**src/rtl/pulse_seq_pkg.sv**
```systemverilog
// Shared register map and channel state encoding for the multi-channel pulse sequencer.
package pulse_seq_pkg;

    localparam logic [2:0] REG_INIT_COUNT = 3'd0;
    localparam logic [2:0] REG_HI_COUNT   = 3'd1;
    localparam logic [2:0] REG_LO_COUNT   = 3'd2;
    localparam logic [2:0] REG_INIT_STATE = 3'd3;
    localparam logic [2:0] REG_BURST      = 3'd4;

    typedef enum logic {
        ST_IDLE = 1'b0,
        ST_RUN  = 1'b1
    } state_e;

endpackage

```
**src/rtl/pulse_seq_chan.sv**
```systemverilog
// One pulse-train channel: programming registers, phase down-counter, burst counter and IDLE/RUN FSM.
module pulse_seq_chan
    import pulse_seq_pkg::*;
#(
    parameter int WIDTH = 32,
    parameter int BW    = 16
) (
    input  logic             clk,
    input  logic             reset,
    input  logic             wr_en,
    input  logic [2:0]       wr_addr,
    input  logic [WIDTH-1:0] wr_value,
    input  logic             start,
    input  logic             stop,
    input  logic             operate,
    output logic             out,
    output logic             running,
    output logic             done
);

    logic [WIDTH-1:0] init_count, hi_count, lo_count;
    logic             init_state;
    logic [BW-1:0]    burst;

    state_e           state, state_nxt;
    logic [WIDTH-1:0] count, count_nxt;
    logic [BW-1:0]    pulses, pulses_nxt, pulses_inc;
    logic             out_nxt, done_nxt;

    always_ff @(posedge clk) begin
        if (reset) begin
            init_count <= '0;
            hi_count   <= '0;
            lo_count   <= '0;
            init_state <= 1'b0;
            burst      <= '0;
        end else if (wr_en) begin
            case (wr_addr)
                REG_INIT_COUNT: init_count <= wr_value;
                REG_HI_COUNT:   hi_count   <= wr_value;
                REG_LO_COUNT:   lo_count   <= wr_value;
                REG_INIT_STATE: init_state <= wr_value[0];
                REG_BURST:      burst      <= wr_value[BW-1:0];
                default: ;
            endcase
        end
    end

    always_ff @(posedge clk) begin
        if (reset) begin
            state  <= ST_IDLE;
            count  <= '0;
            pulses <= '0;
            out    <= 1'b0;
            done   <= 1'b0;
        end else begin
            state  <= state_nxt;
            count  <= count_nxt;
            pulses <= pulses_nxt;
            out    <= out_nxt;
            done   <= done_nxt;
        end
    end

    // stop beats start; a count of 0 reloads, so the counter never wraps
    always_comb begin
        pulses_inc = pulses + BW'(1);
        state_nxt  = state;
        count_nxt  = count;
        pulses_nxt = pulses;
        out_nxt    = out;
        done_nxt   = 1'b0;
        if (stop) begin
            if (state == ST_RUN) begin
                state_nxt = ST_IDLE;
                out_nxt   = init_state;
            end
        end else if (start) begin
            state_nxt  = ST_RUN;
            count_nxt  = init_count;
            out_nxt    = init_state;
            pulses_nxt = '0;
        end else if (state == ST_RUN && operate) begin
            if (count == '0) begin
                out_nxt   = ~out;
                count_nxt = out ? lo_count : hi_count;
                if (out) begin
                    pulses_nxt = pulses_inc;
                    // >= so a BURST lowered mid-run ends at the next falling edge
                    if (burst != '0 && pulses_inc >= burst) begin
                        state_nxt = ST_IDLE;
                        done_nxt  = 1'b1;
                    end
                end
            end else begin
                count_nxt = count - WIDTH'(1);
            end
        end
    end

    assign running = (state == ST_RUN);

endmodule

```
**src/rtl/pulse_seq_multi.sv**
```systemverilog
// NCH-channel pulse-train generator: shared register write port decoded onto per-channel sequencers.
module pulse_seq_multi
    import pulse_seq_pkg::*;
#(
    parameter int NCH   = 4,
    parameter int WIDTH = 32,
    parameter int BW    = 16
) (
    input  logic                                 clk,
    input  logic                                 reset,
    input  logic                                 wr_en,
    input  logic [(NCH>1 ? $clog2(NCH) : 1)-1:0] wr_chan,
    input  logic [2:0]                           wr_addr,
    input  logic [WIDTH-1:0]                     wr_value,
    input  logic [NCH-1:0]                       start,
    input  logic [NCH-1:0]                       stop,
    input  logic                                 operate,
    output logic [NCH-1:0]                       out,
    output logic [NCH-1:0]                       running,
    output logic [NCH-1:0]                       done
);

    localparam int CW = (NCH > 1) ? $clog2(NCH) : 1;

    logic [NCH-1:0] chan_wr;

    for (genvar i = 0; i < NCH; i++) begin : g_ch
        assign chan_wr[i] = wr_en && (NCH == 1 || wr_chan == CW'(i));

        pulse_seq_chan #(.WIDTH(WIDTH), .BW(BW)) u_chan (
            .clk      (clk),
            .reset    (reset),
            .wr_en    (chan_wr[i]),
            .wr_addr  (wr_addr),
            .wr_value (wr_value),
            .start    (start[i]),
            .stop     (stop[i]),
            .operate  (operate),
            .out      (out[i]),
            .running  (running[i]),
            .done     (done[i])
        );
    end

endmodule

```
**config.mk**
```make
export PLATFORM = sky130hd
export DESIGN_NAME = pulse_seq_multi
export DESIGN_NICKNAME = d
export VERILOG_FILES = /design/src/rtl/pulse_seq_pkg.sv /design/src/rtl/pulse_seq_chan.sv /design/src/rtl/pulse_seq_multi.sv
export SDC_FILE = /design/constraint.sdc
export NUM_CORES = 2
export LEC_CHECK = 0
export ABC_AREA = 1
export CORE_MARGIN = 2
export CORE_UTILIZATION = 40
export DETAILED_ROUTE_END_ITERATION = 10
export PLACE_DENSITY = 0.52
export SYNTH_ARGS = -nofsm -noshare
export SYNTH_HDL_FRONTEND = slang
export SYNTH_SLANG_ARGS = --single-unit
```
**constraint.sdc**
```tcl
create_clock -name clk -period 6.75 [get_ports clk]
set_input_delay 1.6875 -clock clk [delete_from_list [all_inputs] [get_ports clk]]
set_output_delay 1.6875 -clock clk [all_outputs]
set_load 0.01 [all_outputs]
```
==> flow_summary.json <==
{
  "track_usage": 0.2593,
  "ys_seq_elements": 656,
  "grt_max_degree": 149,
  "synth_cells": 5351,
  "syn2layout_area_growth_pct": 11.06,
  "clock_path_buffers": 3,
  "num_io_pins": 61,
  "crit_path_start": "wr_en",
  "p_int_mw": 7.036,
  "crit_fanout": 31,
  "cp_data_arrival_time_ns": 4.54,
  "die_area_mm2": 0.08818,
  "rsz0062_at_grt": "no",
  "wl_met1_um": 57150,
  "remaining_drc_errors": 0,
  "numCtsBuffers": 77,
  "worst_slew_pin_slew_ns": 1.258,
  "numClockSinks": 656,
  "min_path_type": "register to register",
  "drive_above_1_share": 0.05766,
  "synth_nets": 5476,
  "max_stage_delay_ns": 0.58,
  "rows": 107,
  "tritoncts": "done",
  "yosysSeqAreaShare": 0.3826,
  "insertion_delay_ns": 0.62,
  "antenna_cells": 0,
  "hold_buffers": 0,
  "cp_num_cells": 8,
  "n_fill_cell": 9043,
  "rr_worst_depth": 14,
  "drtAntennaViolNets": 0,
  "layout_setup_ws_ns": 2.694,
  "clk_pin_slew_ns": 0.06,
  "power.switching_mw": 2.975,
  "root_buffer": "clkbuf_16",
  "firstDrtPassIters": 7,
  "grt_pass1_wl_um": 181100,
  "cts_resized": 0,
  "cp_cell_sequence": "clkdlybuf4s50_1 > clkinv_1 > nor3_1 > inv_1 > nor2_1 > inv_1 > o21ai_0 > a21oi_1",
  "multiInputGateArea_mm2": 0.01827,
  "cp_top_family": "buffers and inverters",
  "synth-async-reset-ratio": 0,
  "hold_depth": 2,
  "start_kind": "input pin",
  "ff_latch_area_mm2": 0.01314,
  "ys_warn_count": 0,
  "seqPwrFrac": 0.403,
  "drtIter0Drc": 2806,
  "hold_start": "g_ch[1].u_chan.hi_count[29]",
  "critPathRequiredTime_ns": 7.23,
  "die_h_um": 297.0,
  "maxCapViolations": 0,
  "max_freq_ghz": 0.2465,
  "top_layer": "met5",
  "yosys.cell_types.count": 41,
  "grt_pass1_vias": 30238,
  "core_area_mm2": 0.08515,
  "end_kind": "register",
  "grt_overflow": 0,
  "place.gp.congestion": 0.9290,
  "power.density_mw_per_mm2": 262.6,
  "pre_cts_slack_ns": 2.155,
  "tns_ns": 0,
  "crit_type": "input pin to register",
  "vias": 32963,
  "dpl.hpwl_um": 75880,
  "ir_drop_mv": 0.1501,
  "start_util": 0.4032,
  "cts_setup_buffers": 0,
  "power_frac_comb": 0.164,
  "period_share": 0.6009,
  "crit_top_cell": "inv_1",
  "maxSlewViolCount": 0,
  "hold-worst-slack_ns": 0.4447,
  "setup-violations-final": 0,
  "max-slew-margin-rel": 0.1586,
  "ys.flop_type": "dfxtp_1",
  "wl_met3_um": 7918,
  "chipWidth_um": 297.0,
  "antenna_found_initial": 9,
  "drt_wl_total_um": 117400,
  "nets": 5357,
  "final_hold_viol_count": 0,
  "p_leak_nw": 16.53,
  "drt-vias-per-instance": 5.123,
  "rr_startpoint": "g_ch[3].u_chan.pulses[2]",
  "pwr-share-clk": 0.433,
  "critPathSlowestCell": "nor3_1",
  "avgSynthCellArea_um2": 6.415,
  "h-tree-depth": 3,
  "swShare": 0.2972,
  "critPathBufInv": 4,
  "fin_crit_ns": 4.056,
  "synth-edff-count": 0,
  "wl_met2_um": 48790,
  "synth_area_mm2": 0.03433,
  "status": "finished, final reports clean",
  "io_buffers": 60,
  "clock-skew-final_ns": 0.02492,
  "avgRoutedWirePerCell_um": 18.24
}
## per-stage QoR
step | std cells | area [um^2] | util | power (mW)
2_1_floorplan | 5351 | 34330 | - | 5.239
3_3_place_gp | 6297 | 35510 | 0.4171 | 5.744
3_5_place_dp | 6297 | 35510 | 0.4171 | 5.742
4_1_cts | 6434 | 38120 | 0.4477 | 10.10
5_1_grt | 6434 | 38120 | 0.4477 | 10.46
6_report | 6434 | 38120 | 0.4477 | 10.01
## cells in the mapped netlist, types with 2 or more instances
| master | count | share of area |
|---|---|---|
| o21ai_0 | 493 | 0.072 |
| buf_1 | 16 | 0.0017 |
| inv_2 | 28 | 0.0031 |
| or2_2 | 2 | 0.00036 |
| nand2_2 | 24 | 0.0044 |
| clkinv_1 | 3 | 0.00033 |
| inv_1 | 412 | 0.045 |
| and2_1 | 2 | 0.00036 |
| nand2_4 | 3 | 0.00098 |
| clkbuf_1 | 253 | 0.028 |
| o21bai_1 | 14 | 0.0031 |
| buf_2 | 18 | 0.0026 |
| nor2_2 | 23 | 0.0042 |
| a22oi_1 | 3 | 0.00066 |
| nand2_1 | 1271 | 0.14 |
| o211ai_1 | 4 | 0.00087 |
| a21oi_1 | 537 | 0.078 |
| xnor2_1 | 38 | 0.0097 |
| a21oi_2 | 20 | 0.0051 |
| nand3_1 | 165 | 0.024 |
| buf_6 | 3 | 0.00098 |
| nand4_1 | 38 | 0.0069 |
| xor2_1 | 65 | 0.017 |
| nor3_1 | 33 | 0.0048 |
| nor2_1 | 1018 | 0.11 |
| nor2_4 | 8 | 0.0026 |
| buf_4 | 19 | 0.0042 |
| nand3b_1 | 2 | 0.00044 |
| nor4_1 | 19 | 0.0035 |
| nand3_2 | 2 | 0.00058 |
| ha_1 | 76 | 0.028 |
| nor2_8 | 3 | 0.0017 |
| o21ai_1 | 73 | 0.011 |
| dfxtp_1 | 656 | 0.38 |
## worst register-to-register path, delay by kind of cell (launching register included)
kind          cells  cell delay (ns)
buf+inv           2             0.17
flops             1             0.41
xor+xnor          1             0.14
fa+ha+maj         1             0.29
simple gates     10             1.75
## registers in the layout (all words and copies together) (netlist names)
| signal | cells |
|---|---|
| g_ch.u_chan.out | 4 |
| g_ch.u_chan.hi_count | 128 |
| g_ch.u_chan.done | 4 |
| g_ch.u_chan.lo_count | 128 |
| g_ch.u_chan.pulses | 64 |
| g_ch.u_chan.init_count | 128 |
| g_ch.u_chan.init_state | 4 |
| g_ch.u_chan.burst | 64 |
| g_ch.u_chan.count | 128 |
| g_ch.u_chan.running | 4 |
## power by group through the flow
stage | combinational (mW) | sequential [mW] | clock, mW
after floorplan | 1.15 | 4.09 | 0
after global placement | 1.63 | 4.12 | 0
after detailed placement | 1.63 | 4.12 | 0
after CTS | 1.63 | 4.03 | 4.44
after global routing | 1.85 | 4.04 | 4.58
final | 1.64 | 4.03 | 4.34
## cell families (layout without fill, tap and decap cells)
| logic type | Yosys count | in the layout | synth area share |
|---|---|---|---|
| flip-flops | 656 | 656 | 0.3826 |
| XOR/XNOR | 103 | 103 | 0.02628 |
| AND/OR/NAND/NOR | 2616 | 2616 | 0.3062 |
| buffers and inverters | 753 | 692 | 0.08605 |
| AO/OA/AOI/OAI | 1147 | 1147 | 0.1712 |
| adder cells (fa/ha/maj) | 76 | 76 | 0.02770 |
## layer usage
metal  vias up  track usage
met2       863       0.3820
met5         -            0
met3       161      0.04184
li1      16817            -
met4         4      0.08562
met1     15118       0.3820
## layout by cell type (no fill, tap or decap), drive strengths merged, types with 7 or more instances in the layout
cell,instances
bufinv,7
nor2,1052
nand3,167
buf,55
clkinv,19
ha,76
nand2,1298
nor3,35
nor4,19
o21bai,14
o21ai,567
inv,442
xor2,65
dfxtp,656
nand4,38
clkbuf,111
xnor2,38
clkdlybuf4s50,57
a21oi,557
## area by class of cell
class	instances	share of cell area
clock buffer	111	0.05953
clock inverter	26	0.008960
inverter	443	0.04381
multi-input combinational	3942	0.4792
sequential	656	0.3445
tap	1144	0.03755
timing repair buffer	112	0.02642
## path summary, 6_finish.rpt
path | endpoint | slack (ns)
worst max-delay path | g_ch[0].u_chan.burst[1] | 2.69
worst min-delay path | g_ch[1].u_chan.hi_count[29] | 0.44
worst max register to register | g_ch[3].u_chan.done | 3.82
worst min register to register | g_ch[1].u_chan.hi_count[29] | 0.44
Note: power is estimated with default switching activity, not from simulation.
